$ cat config.mk
export PLATFORM = sky130hd
export DESIGN_NAME = execute_unit_flat
export DESIGN_NICKNAME = d
export VERILOG_FILES = /design/src/rtl/execute_unit_if.sv /design/src/rtl/execute_unit.sv /design/src/flat_wrapper.sv
export SDC_FILE = /design/constraint.sdc
export NUM_CORES = 1
export LEC_CHECK = 0
export ABC_AREA = 1
export BUFFER_PORTS_ARGS = -buffer_cell sky130_fd_sc_hd__clkbuf_2
export CAP_MARGIN = 20
export CORE_ASPECT_RATIO = 0.6
export CORE_MARGIN = 2
export CORE_UTILIZATION = 26
export CTS_BUF_LIST = sky130_fd_sc_hd__clkbuf_16
export CTS_CLUSTER_SIZE = 14
export DETAILED_ROUTE_END_ITERATION = 16
export REMOVE_ABC_BUFFERS = 1
export SKIP_LAST_GASP = 1
export SYNTH_ARGS = -nofsm -noshare
export SYNTH_HDL_FRONTEND = slang
export SYNTH_SLANG_ARGS = --single-unit
$ cat constraint.sdc
create_clock -name clock -period 4.6 [get_ports clock]
set_input_delay 0.23 -clock clock [delete_from_list [all_inputs] [get_ports clock]]
set_output_delay 0.23 -clock clock [all_outputs]
set_load 0.05 [all_outputs]
$ cat src/rtl/execute_unit_if.sv
// Request/response bundle between the operand source (register_file side) and execute_unit.
// start is a request accepted only when enable=1 and busy=0; done/write_out are one-cycle result pulses with no backpressure.
interface execute_unit_if #(
  parameter int WIDTH      = 32,
  parameter int ADDR_WIDTH = 5
);
  logic                  enable;
  logic                  start;
  logic [3:0]            opcode;
  logic [WIDTH-1:0]      operand1;
  logic [WIDTH-1:0]      operand2;
  logic [ADDR_WIDTH-1:0] dest_in;
  logic                  busy;
  logic                  done;
  logic [WIDTH-1:0]      result;
  logic [ADDR_WIDTH-1:0] dest_out;
  logic                  write_out;
  logic                  zero;
  logic                  carry;
  logic                  overflow;
  logic                  illegal;
  logic                  dbg_mul;

  modport master (
    output enable, start, opcode, operand1, operand2, dest_in,
    input  busy, done, result, dest_out, write_out, zero, carry, overflow, illegal, dbg_mul
  );

  modport slave (
    input  enable, start, opcode, operand1, operand2, dest_in,
    output busy, done, result, dest_out, write_out, zero, carry, overflow, illegal, dbg_mul
  );
endinterface

$ cat src/rtl/execute_unit.sv
// Execute stage: single-cycle ALU plus a 32-step shift-add multiplier, with registered
// result, flags and writeback strobe for register_file.
module execute_unit #(
  parameter int WIDTH      = 32,
  parameter int ADDR_WIDTH = 5
) (
  input  logic         clock,
  input  logic         reset,
  execute_unit_if.slave bus
);
  localparam int              CNT_W    = $clog2(WIDTH);
  localparam logic [CNT_W-1:0] LAST_STEP = CNT_W'(WIDTH - 1);
  localparam logic [3:0]      OP_MUL   = 4'd11;

  typedef enum logic {S_IDLE = 1'b0, S_MUL = 1'b1} state_t;

  state_t                  state_q;
  logic [CNT_W-1:0]        cnt_q;
  logic [WIDTH-1:0]        a_q;
  logic [2*WIDTH-1:0]      acc_q;
  logic [2*WIDTH-1:0]      acc_d;
  logic [ADDR_WIDTH-1:0]   dest_q;
  logic                    busy_q, done_q, write_q, zero_q, carry_q, ovf_q, illegal_q;
  logic [WIDTH-1:0]        result_q;
  logic [ADDR_WIDTH-1:0]   dest_out_q;

  logic [WIDTH-1:0]        alu_res;
  logic                    alu_c, alu_v, alu_ill;
  logic [WIDTH:0]          add_w;
  logic [WIDTH-1:0]        sub_w;
  logic [WIDTH:0]          mul_sum;
  logic [CNT_W-1:0]        sh;

  assign add_w = {1'b0, bus.operand1} + {1'b0, bus.operand2};
  assign sub_w = bus.operand1 - bus.operand2;
  assign sh    = bus.operand2[CNT_W-1:0];

  always_comb begin
    alu_res = '0;
    alu_c   = 1'b0;
    alu_v   = 1'b0;
    alu_ill = 1'b0;
    case (bus.opcode)
      4'd0: begin
        alu_res = add_w[WIDTH-1:0];
        alu_c   = add_w[WIDTH];
        alu_v   = (bus.operand1[WIDTH-1] == bus.operand2[WIDTH-1]) &&
                  (add_w[WIDTH-1] != bus.operand1[WIDTH-1]);
      end
      4'd1: begin
        alu_res = sub_w;
        alu_c   = bus.operand1 < bus.operand2;
        alu_v   = (bus.operand1[WIDTH-1] != bus.operand2[WIDTH-1]) &&
                  (sub_w[WIDTH-1] != bus.operand1[WIDTH-1]);
      end
      4'd2:  alu_res = bus.operand1 & bus.operand2;
      4'd3:  alu_res = bus.operand1 | bus.operand2;
      4'd4:  alu_res = bus.operand1 ^ bus.operand2;
      4'd5:  alu_res = ~bus.operand1;
      4'd6:  alu_res = bus.operand1 << sh;
      4'd7:  alu_res = bus.operand1 >> sh;
      4'd8:  alu_res = $unsigned($signed(bus.operand1) >>> sh);
      4'd9:  alu_res = {{(WIDTH-1){1'b0}}, $signed(bus.operand1) < $signed(bus.operand2)};
      4'd10: alu_res = {{(WIDTH-1){1'b0}}, bus.operand1 < bus.operand2};
      default: alu_ill = 1'b1;
    endcase
  end

  // Accumulator holds {partial product, remaining multiplier bits}; each step adds A
  // into the upper half when the multiplier LSB is set, then shifts right by one.
  assign mul_sum = {1'b0, acc_q[2*WIDTH-1:WIDTH]} + (acc_q[0] ? {1'b0, a_q} : '0);
  assign acc_d   = {mul_sum, acc_q[WIDTH-1:1]};

  always_ff @(posedge clock) begin
    if (reset) begin
      state_q    <= S_IDLE;
      cnt_q      <= '0;
      a_q        <= '0;
      acc_q      <= '0;
      dest_q     <= '0;
      busy_q     <= 1'b0;
      done_q     <= 1'b0;
      write_q    <= 1'b0;
      zero_q     <= 1'b0;
      carry_q    <= 1'b0;
      ovf_q      <= 1'b0;
      illegal_q  <= 1'b0;
      result_q   <= '0;
      dest_out_q <= '0;
    end else begin
      done_q    <= 1'b0;
      write_q   <= 1'b0;
      illegal_q <= 1'b0;
      if (bus.enable) begin
        case (state_q)
          S_IDLE: begin
            if (bus.start) begin
              if (bus.opcode == OP_MUL) begin
                a_q     <= bus.operand1;
                acc_q   <= {{WIDTH{1'b0}}, bus.operand2};
                cnt_q   <= '0;
                dest_q  <= bus.dest_in;
                busy_q  <= 1'b1;
                state_q <= S_MUL;
              end else begin
                result_q   <= alu_res;
                zero_q     <= (alu_res == '0);
                carry_q    <= alu_c;
                ovf_q      <= alu_v;
                illegal_q  <= alu_ill;
                dest_out_q <= bus.dest_in;
                done_q     <= 1'b1;
                write_q    <= !alu_ill;
              end
            end
          end
          S_MUL: begin
            acc_q <= acc_d;
            cnt_q <= cnt_q + CNT_W'(1);
            if (cnt_q == LAST_STEP) begin
              result_q   <= acc_d[WIDTH-1:0];
              zero_q     <= (acc_d[WIDTH-1:0] == '0);
              carry_q    <= 1'b0;
              ovf_q      <= |acc_d[2*WIDTH-1:WIDTH];
              dest_out_q <= dest_q;
              done_q     <= 1'b1;
              write_q    <= 1'b1;
              busy_q     <= 1'b0;
              state_q    <= S_IDLE;
            end
          end
          default: state_q <= S_IDLE;
        endcase
      end
    end
  end

  assign bus.busy      = busy_q;
  assign bus.done      = done_q;
  assign bus.result    = result_q;
  assign bus.dest_out  = dest_out_q;
  assign bus.write_out = write_q;
  assign bus.zero      = zero_q;
  assign bus.carry     = carry_q;
  assign bus.overflow  = ovf_q;
  assign bus.illegal   = illegal_q;
  assign bus.dbg_mul   = (state_q == S_MUL);
endmodule

$ cat src/flat_wrapper.sv
// flat-port wrapper written by rule: the top's interface ports become plain ports
module execute_unit_flat 
#(
  parameter int WIDTH      = 32,
  parameter int ADDR_WIDTH = 5
)
  (clock, reset, bus_enable, bus_start, bus_opcode, bus_operand1, bus_operand2, bus_dest_in, bus_busy, bus_done, bus_result, bus_dest_out, bus_write_out, bus_zero, bus_carry, bus_overflow, bus_illegal, bus_dbg_mul);
  execute_unit_if #(.WIDTH(WIDTH), .ADDR_WIDTH(ADDR_WIDTH)) bus_i ();
  input  logic clock;
  input  logic reset;
  input wire logic [$bits(bus_i.enable)-1:0] bus_enable;
  input wire logic [$bits(bus_i.start)-1:0] bus_start;
  input wire logic [$bits(bus_i.opcode)-1:0] bus_opcode;
  input wire logic [$bits(bus_i.operand1)-1:0] bus_operand1;
  input wire logic [$bits(bus_i.operand2)-1:0] bus_operand2;
  input wire logic [$bits(bus_i.dest_in)-1:0] bus_dest_in;
  output wire logic [$bits(bus_i.busy)-1:0] bus_busy;
  output wire logic [$bits(bus_i.done)-1:0] bus_done;
  output wire logic [$bits(bus_i.result)-1:0] bus_result;
  output wire logic [$bits(bus_i.dest_out)-1:0] bus_dest_out;
  output wire logic [$bits(bus_i.write_out)-1:0] bus_write_out;
  output wire logic [$bits(bus_i.zero)-1:0] bus_zero;
  output wire logic [$bits(bus_i.carry)-1:0] bus_carry;
  output wire logic [$bits(bus_i.overflow)-1:0] bus_overflow;
  output wire logic [$bits(bus_i.illegal)-1:0] bus_illegal;
  output wire logic [$bits(bus_i.dbg_mul)-1:0] bus_dbg_mul;
  assign bus_i.enable = bus_enable;
  assign bus_i.start = bus_start;
  assign bus_i.opcode = bus_opcode;
  assign bus_i.operand1 = bus_operand1;
  assign bus_i.operand2 = bus_operand2;
  assign bus_i.dest_in = bus_dest_in;
  assign bus_busy = bus_i.busy;
  assign bus_done = bus_i.done;
  assign bus_result = bus_i.result;
  assign bus_dest_out = bus_i.dest_out;
  assign bus_write_out = bus_i.write_out;
  assign bus_zero = bus_i.zero;
  assign bus_carry = bus_i.carry;
  assign bus_overflow = bus_i.overflow;
  assign bus_illegal = bus_i.illegal;
  assign bus_dbg_mul = bus_i.dbg_mul;
  execute_unit #(.WIDTH(WIDTH), .ADDR_WIDTH(ADDR_WIDTH)) u_core (.clock(clock), .reset(reset), .bus(bus_i));
endmodule
; ---- Word level (Yosys, flattened, before mapping)
; Cells that the tools add are included.
[word_totals]
wordCells = 108
register_bits = 151
output_inout_bits = 45
input_bits = 77
[classes]
n_lt_le_gt_ge = 2
bitwise = 7
muxes = 45
addsub = 4
reduce_logical = 13
n_shift = 3
eq_ne = 20
[ops]
columns = op, n
row1 = case mux 32 bit (11 select lines), 1
row2 = two-way mux 32 bit, 4
row3 = two-way mux 64 bit, 2
row4 = case mux 64 bit (2 select lines), 1
row5 = logical NOT 32 bit, 2
row6 = less-than comparator 32 bit, 2
row7 = case mux 32 bit (2 select lines), 1
row8 = adder 32 x 32 -> 33 bit, 1
row9 = adder 32 x 33 -> 33 bit, 1
row10 = bitwise AND 32 bit, 1
row11 = inverter 32 bit, 1
row12 = bitwise OR 32 bit, 1
row13 = OR reduction 32 bit, 1
row14 = << shifter 32 x 5 -> 32 bit, 1
row15 = >> shifter 32 x 5 -> 32 bit, 1
row16 = >>> shifter 32 x 5 -> 32 bit, 1
row17 = subtractor 32 bit, 1
row18 = bitwise XOR 32 bit, 1
row19 = two-way mux 5 bit, 5
row20 = two-way mux 1 bit, 20
row21 = case mux 5 bit (2 select lines), 2
row22 = case mux 1 bit (2 select lines), 9
row23 = "equality test 4 x 3 -> 1 bit, second input constant", 4
row24 = "equality test 4 bit, second input constant", 4
row25 = 16 further kinds, 26

; ---- Longest topological paths before layout
[depth]
word_depth = 7
depth_mapped = 26
mapped_depth_nobuf = 25

; ---- Worst setup path after synthesis
; Ideal clock, no wire load.
[synth_timing]
path_kind = register -> register
start = register u_core.acc_q[0]
end = register u_core.ovf_q (netlist: u_core.bus.overflow)
setup_time_ps = 109
synth_period_minus_slack_ps = 2686
required_ps = 4491
stages_incl_launch_ff = 25
setup_slack_ps = 1914
arrival_time_ps = 2577
n_path_buf = 2
cell_sequence = dfxtp_1 clkbuf_1 clkbuf_1 nand2_1 inv_1 ha_1 or2_2 nand3b_1 nand2_1 nand2_1 nand2_1 nand2_1 nand2_1 nand2_1 nand2_1 nand2_1 nand2_1 nor2_1 nand2_1 nor2_1 nand3_1 nand2_1 nand3_1 nand2_1 inv_1
[synth_between]
elab_chain_cells = 5
[synth_lines]
columns = item, line
row1 = from (decl), execute_unit.sv:20  ; logic [2*WIDTH-1:0] acc_q;
row2 = from (signal assigned), execute_unit.sv:100  ; acc_q <= {{WIDTH{1'b0}}, bus.operand2};
row3 = two-way mux 32 bit, execute_unit.sv:71  ; assign mul_sum = {1'b0, acc_q[2*WIDTH-1:WIDTH]} + (acc_q[0] ? {1'b0, a_q} : '0);
row4 = adder 32 x 33 -> 33 bit, execute_unit.sv:71
row5 = OR reduction 32 bit, execute_unit.sv:124  ; ovf_q <= |acc_d[2*WIDTH-1:WIDTH];
row6 = two-way mux 1 bit, execute_unit.sv:120  ; if (cnt_q == LAST_STEP) begin
row7 = case mux 1 bit (2 select lines), execute_unit.sv:95  ; case (state_q)
row8 = to (signal assigned), execute_unit.sv:109  ; ovf_q <= alu_v;
row9 = to (signal assigned), execute_unit.sv:124
row10 = to (decl), execute_unit.sv:23  ; logic busy_q, done_q, write_q, zero_q, carry_q, ovf_q, illegal_q;
; Every way passes these cells. The select of a mux whose other input is x is not followed.
; A chain may end at the register's enable or synchronous reset.

; ---- Worst setup path in the final report
; Same ends and word-level chain as after synthesis.

==> results.txt <==
----------------------------------------------------
[Outcome]
  Run status ... completed

[Final layout]
  Area of all placed cells without fillers ... ~21000 µm²
  Fraction of layout cells with a size suffix above 1 ... 8.08%
  Commonest cells after routing, fill and taps aside ... nand2_1, nand3_1, inv_1, nor2_1, a21oi_1
  P&R area growth vs syn ... 11.8%
  Post-layout nets ... 3688
  Filler-free cell count of the finished design ... 4452
  Most common library cell in the layout ignoring fill and taps ... nand2_1
  Layout Utilization ... between 20% and 30%

[Yosys]
  Post-Synthesis Cells ... around 3400
  Number of unique standard cell types used by synthesis ... 48
  Average cell area after synthesis ... roughly 5.5 µm²
  Flops & latches, synth ... 151
  Sequential element share of the synthesized area ... 16.1%
  Post-synthesis async set-or-reset flop share ... 0%
  Synthesized area ... 18700 µm²
  Top FF cell, synth ... dfxtp_1
  Post-synth EDFFs ... 0
  Yosys warning total ... 0

[Drt]
  Drt total wl ... 101 mm
  Drt drc ... 0
  Post-DRT Antenna Nets ... 0
  Iteration count of the initial detailed-routing pass ... 7
  Via-per-instance ratio ... 5.39
  Vias after detailed routing ... ~24000
  Avg WL per Cell ... 22.8 µm
  Iter 0 DRT Violations ... 4109

[CTS]
  Maximum clock insertion buffer count ... 3
  Resized cells post-CTS ... 0
  Clock network latency to the later pin of the worst-skew pair ... 500 ps
  Sink count of the clock tree ... 151
  CTS clk-pin slew, worst paths ... 80 ps
  CTS root buf ... clkbuf_16
  Post-CTS setup-driven buffer insertion count ... 0
  Number of buffers created by CTS ... 25
  Htree depth ... 4
  TritonCTS clock tree ... done

[Timing]
  Worst setup skew after layout ... roughly 30 ps
  Setup repair after global routing missed its margin ... no
  Highest attainable clock frequency ... 0.281 GHz
  Setup TNS Final ... 0 ps
  Final critical-path share of the clock period ... between 70% and 80%
  Setup-violating endpoint count in the final report ... 0
  Final Hold Viols ... 0
  Final worst hold slack ... 57.7 ps
  Number of pins with negative max-slew slack in the final report ... 0
  Rel. slew slack ... 22.6%
  Worst setup margin ... about 1000 ps
  Tightest Pin Transition ... 1160 ps
  Time the final worst path needs with I/O delays and setup ... 3560 ps

[Worst setup path]
  Worst EP arrival ... 3950 ps
  Number of cell instances on the worst register-to-register path ... 19
  Category of the critical setup timing path ... reg2reg
  Required time of the critical path ... between 4000 and 5000 ps
  CP endpoint kind ... register
  Worst Setup Start Kind ... register
  Worst Path Max Fanout ... 17

[Power]
  Areal power density over the cells ... 227 nW/µm²
  Reported leakage power ... 10.2 nW
  VDD IR max ... 194 µV
  Overall power after layout ... between 4 and 5 mW

[Floorplan]
  Starting density of the core ... roughly a quarter
  Core box area ... 71500 µm²
  Full die area ... 74300 µm²
  Standard-cell row count ... 76
  Vertical die dimension ... approximately 210 µm
  Horizontal die dimension ... 351 µm
  Boundary Pins ... about 120

[Placement]
  Post-Place Cells ... 4413
  DP Area ... between 20000 and 25000 µm²
  DPL Wire Length ... ~83 mm
  Port Buf Inserts ... 121
  Placement-stage worst setup slack ... 1000 ps
  Final weighted congestion of routability-driven global placement ... 1.07

[Hold path]
  Worst hold-check path type ... in2reg
  Number of cells traversed by the worst hold path ... 3

[Global routing]
  Number of antenna violations at the first check in global routing ... 8
  GRT Util Overall ... 26.7%
  Overall overflow remaining after global route ... 0
  Global-route wire length before repair ... around 140 mm
  Vias in the first global route ... 21300
  Maximum number of pins on one net before global-route repair ... 79

[Run]
  Max capacitance violation total ... 0

----------------------------------------------------
==> worst paths after layout <==
check / start / to / slack, ps
worst min-delay path: bus_enable / u_core.bus.done$_SDFF_PP0_ / 60
worst max register to register: u_core.acc_q[0]$_SDFFE_PP0P_ / u_core.bus.overflow$_SDFFE_PP0P_ / 1040
worst max-delay path: u_core.acc_q[0]$_SDFFE_PP0P_ / u_core.bus.overflow$_SDFFE_PP0P_ / 1040
worst min register to register: u_core.a_q[28]$_SDFFE_PP0P_ / u_core.a_q[28]$_SDFFE_PP0P_ / 440
==> Yosys cell counts, types with 2 or more instances <==
| library cell | instances | area share, % |
|---|---|---|
| nand2_2 | 12 | 0.40 |
| a21oi_2 | 3 | 0.14 |
| dfxtp_1 | 151 | 16 |
| xor2_1 | 6 | 0.28 |
| buf_2 | 53 | 1.4 |
| buf_6 | 11 | 0.66 |
| nor3_1 | 36 | 0.96 |
| o21a_1 | 4 | 0.16 |
| nor2_1 | 314 | 6.3 |
| o21bai_1 | 16 | 0.64 |
| or2_2 | 16 | 0.53 |
| nand3b_1 | 6 | 0.24 |
| a211oi_1 | 2 | 0.080 |
| nand4_1 | 37 | 1.2 |
| o21ai_0 | 158 | 4.2 |
| inv_4 | 2 | 0.067 |
| nor4_1 | 12 | 0.40 |
| a31oi_1 | 8 | 0.27 |
| nor2_4 | 4 | 0.24 |
| nand3_1 | 484 | 13 |
| o31ai_1 | 7 | 0.28 |
| o211ai_1 | 9 | 0.36 |
| ha_1 | 138 | 9.2 |
| o22ai_1 | 26 | 0.87 |
| xnor2_1 | 13 | 0.61 |
| inv_2 | 19 | 0.38 |
| buf_4 | 15 | 0.60 |
| and2_1 | 13 | 0.43 |
| inv_1 | 372 | 7.5 |
| a21oi_1 | 280 | 7.5 |
| nor2_2 | 10 | 0.33 |
| a21o_1 | 5 | 0.20 |
| buf_1 | 11 | 0.22 |
| fa_1 | 3 | 0.32 |
| o21ai_1 | 16 | 0.43 |
| nand2_4 | 3 | 0.18 |
| nor3_2 | 3 | 0.16 |
| clkbuf_1 | 67 | 1.3 |
| o2111ai_1 | 2 | 0.094 |
| nand2_1 | 1069 | 21 |
==> state kept, by name, summed over array words and instances, names as in the netlist, 5 cells and up <==
signal / flops
u_core.bus.result: 32
u_core.dest_q: 5
u_core.a_q: 32
u_core.bus.dest_out: 5
u_core.acc_q: 64
u_core.cnt_q: 5
==> critical path: stages (launching register included) <==
cell and delay (ps):
dfxtp_1 700, buf_4 330, nand2_1 80, inv_1 50
ha_1 270, a21oi_1 230, o21ai_0 280, a21oi_1 350
o21a_1 200, nand2_1 70, nand2_1 50, nand2_1 60
nor2_1 190, nand2_1 90, nor2_1 140, nand3_1 100
nand2_1 70, nand3_1 70, nand2_1 70, inv_1 40
==> power by group <==
group,total [mW],internal [mW],switching [mW]
Sequential,1.35,1.33,0.0184
Combinational,1.73,0.427,1.30
Clock,1.69,1.08,0.609
==> area by class of cell <==
class,count,area [µm²]
diodes,1,2.50
clock buffers,25,626
clock inverters,8,86.3
fillers,8383,50600
inverters,393,1480
multi-input cells,2722,13400
flip-flops and latches,151,3020
well taps,975,1220
repair buffers,177,1070
==> what timing repair did <==
item	in CTS	in global routing
setup endpoints to repair	0	0
hold buffers	5	0
hold endpoints to repair	10	0
==> per-layer routing <==
layer,wire (µm),part of all wire [%],up-vias,GRT usage [%]
met3,16800,17,118,12.7
met5,29,0.029,-,0
met4,1560,1.5,4,4.00
met1,48000,47,11100,40.9
li1,-,-,11200,-
met2,35000,34,1552,32.8
==> cell families (layout without fill, tap and decap cells) <==
group	count (synthesis)	count (layout)	share of synthesized area, %
simple gates	2022	2022	45.9
flops	151	151	16.1
buf+inv	551	603	12.2
fa+ha+maj	141	141	9.54
xor+xnor	19	19	0.888
other cells	0	1	0
compound gates	540	540	15.4
(Power assumes the default switching activity.)
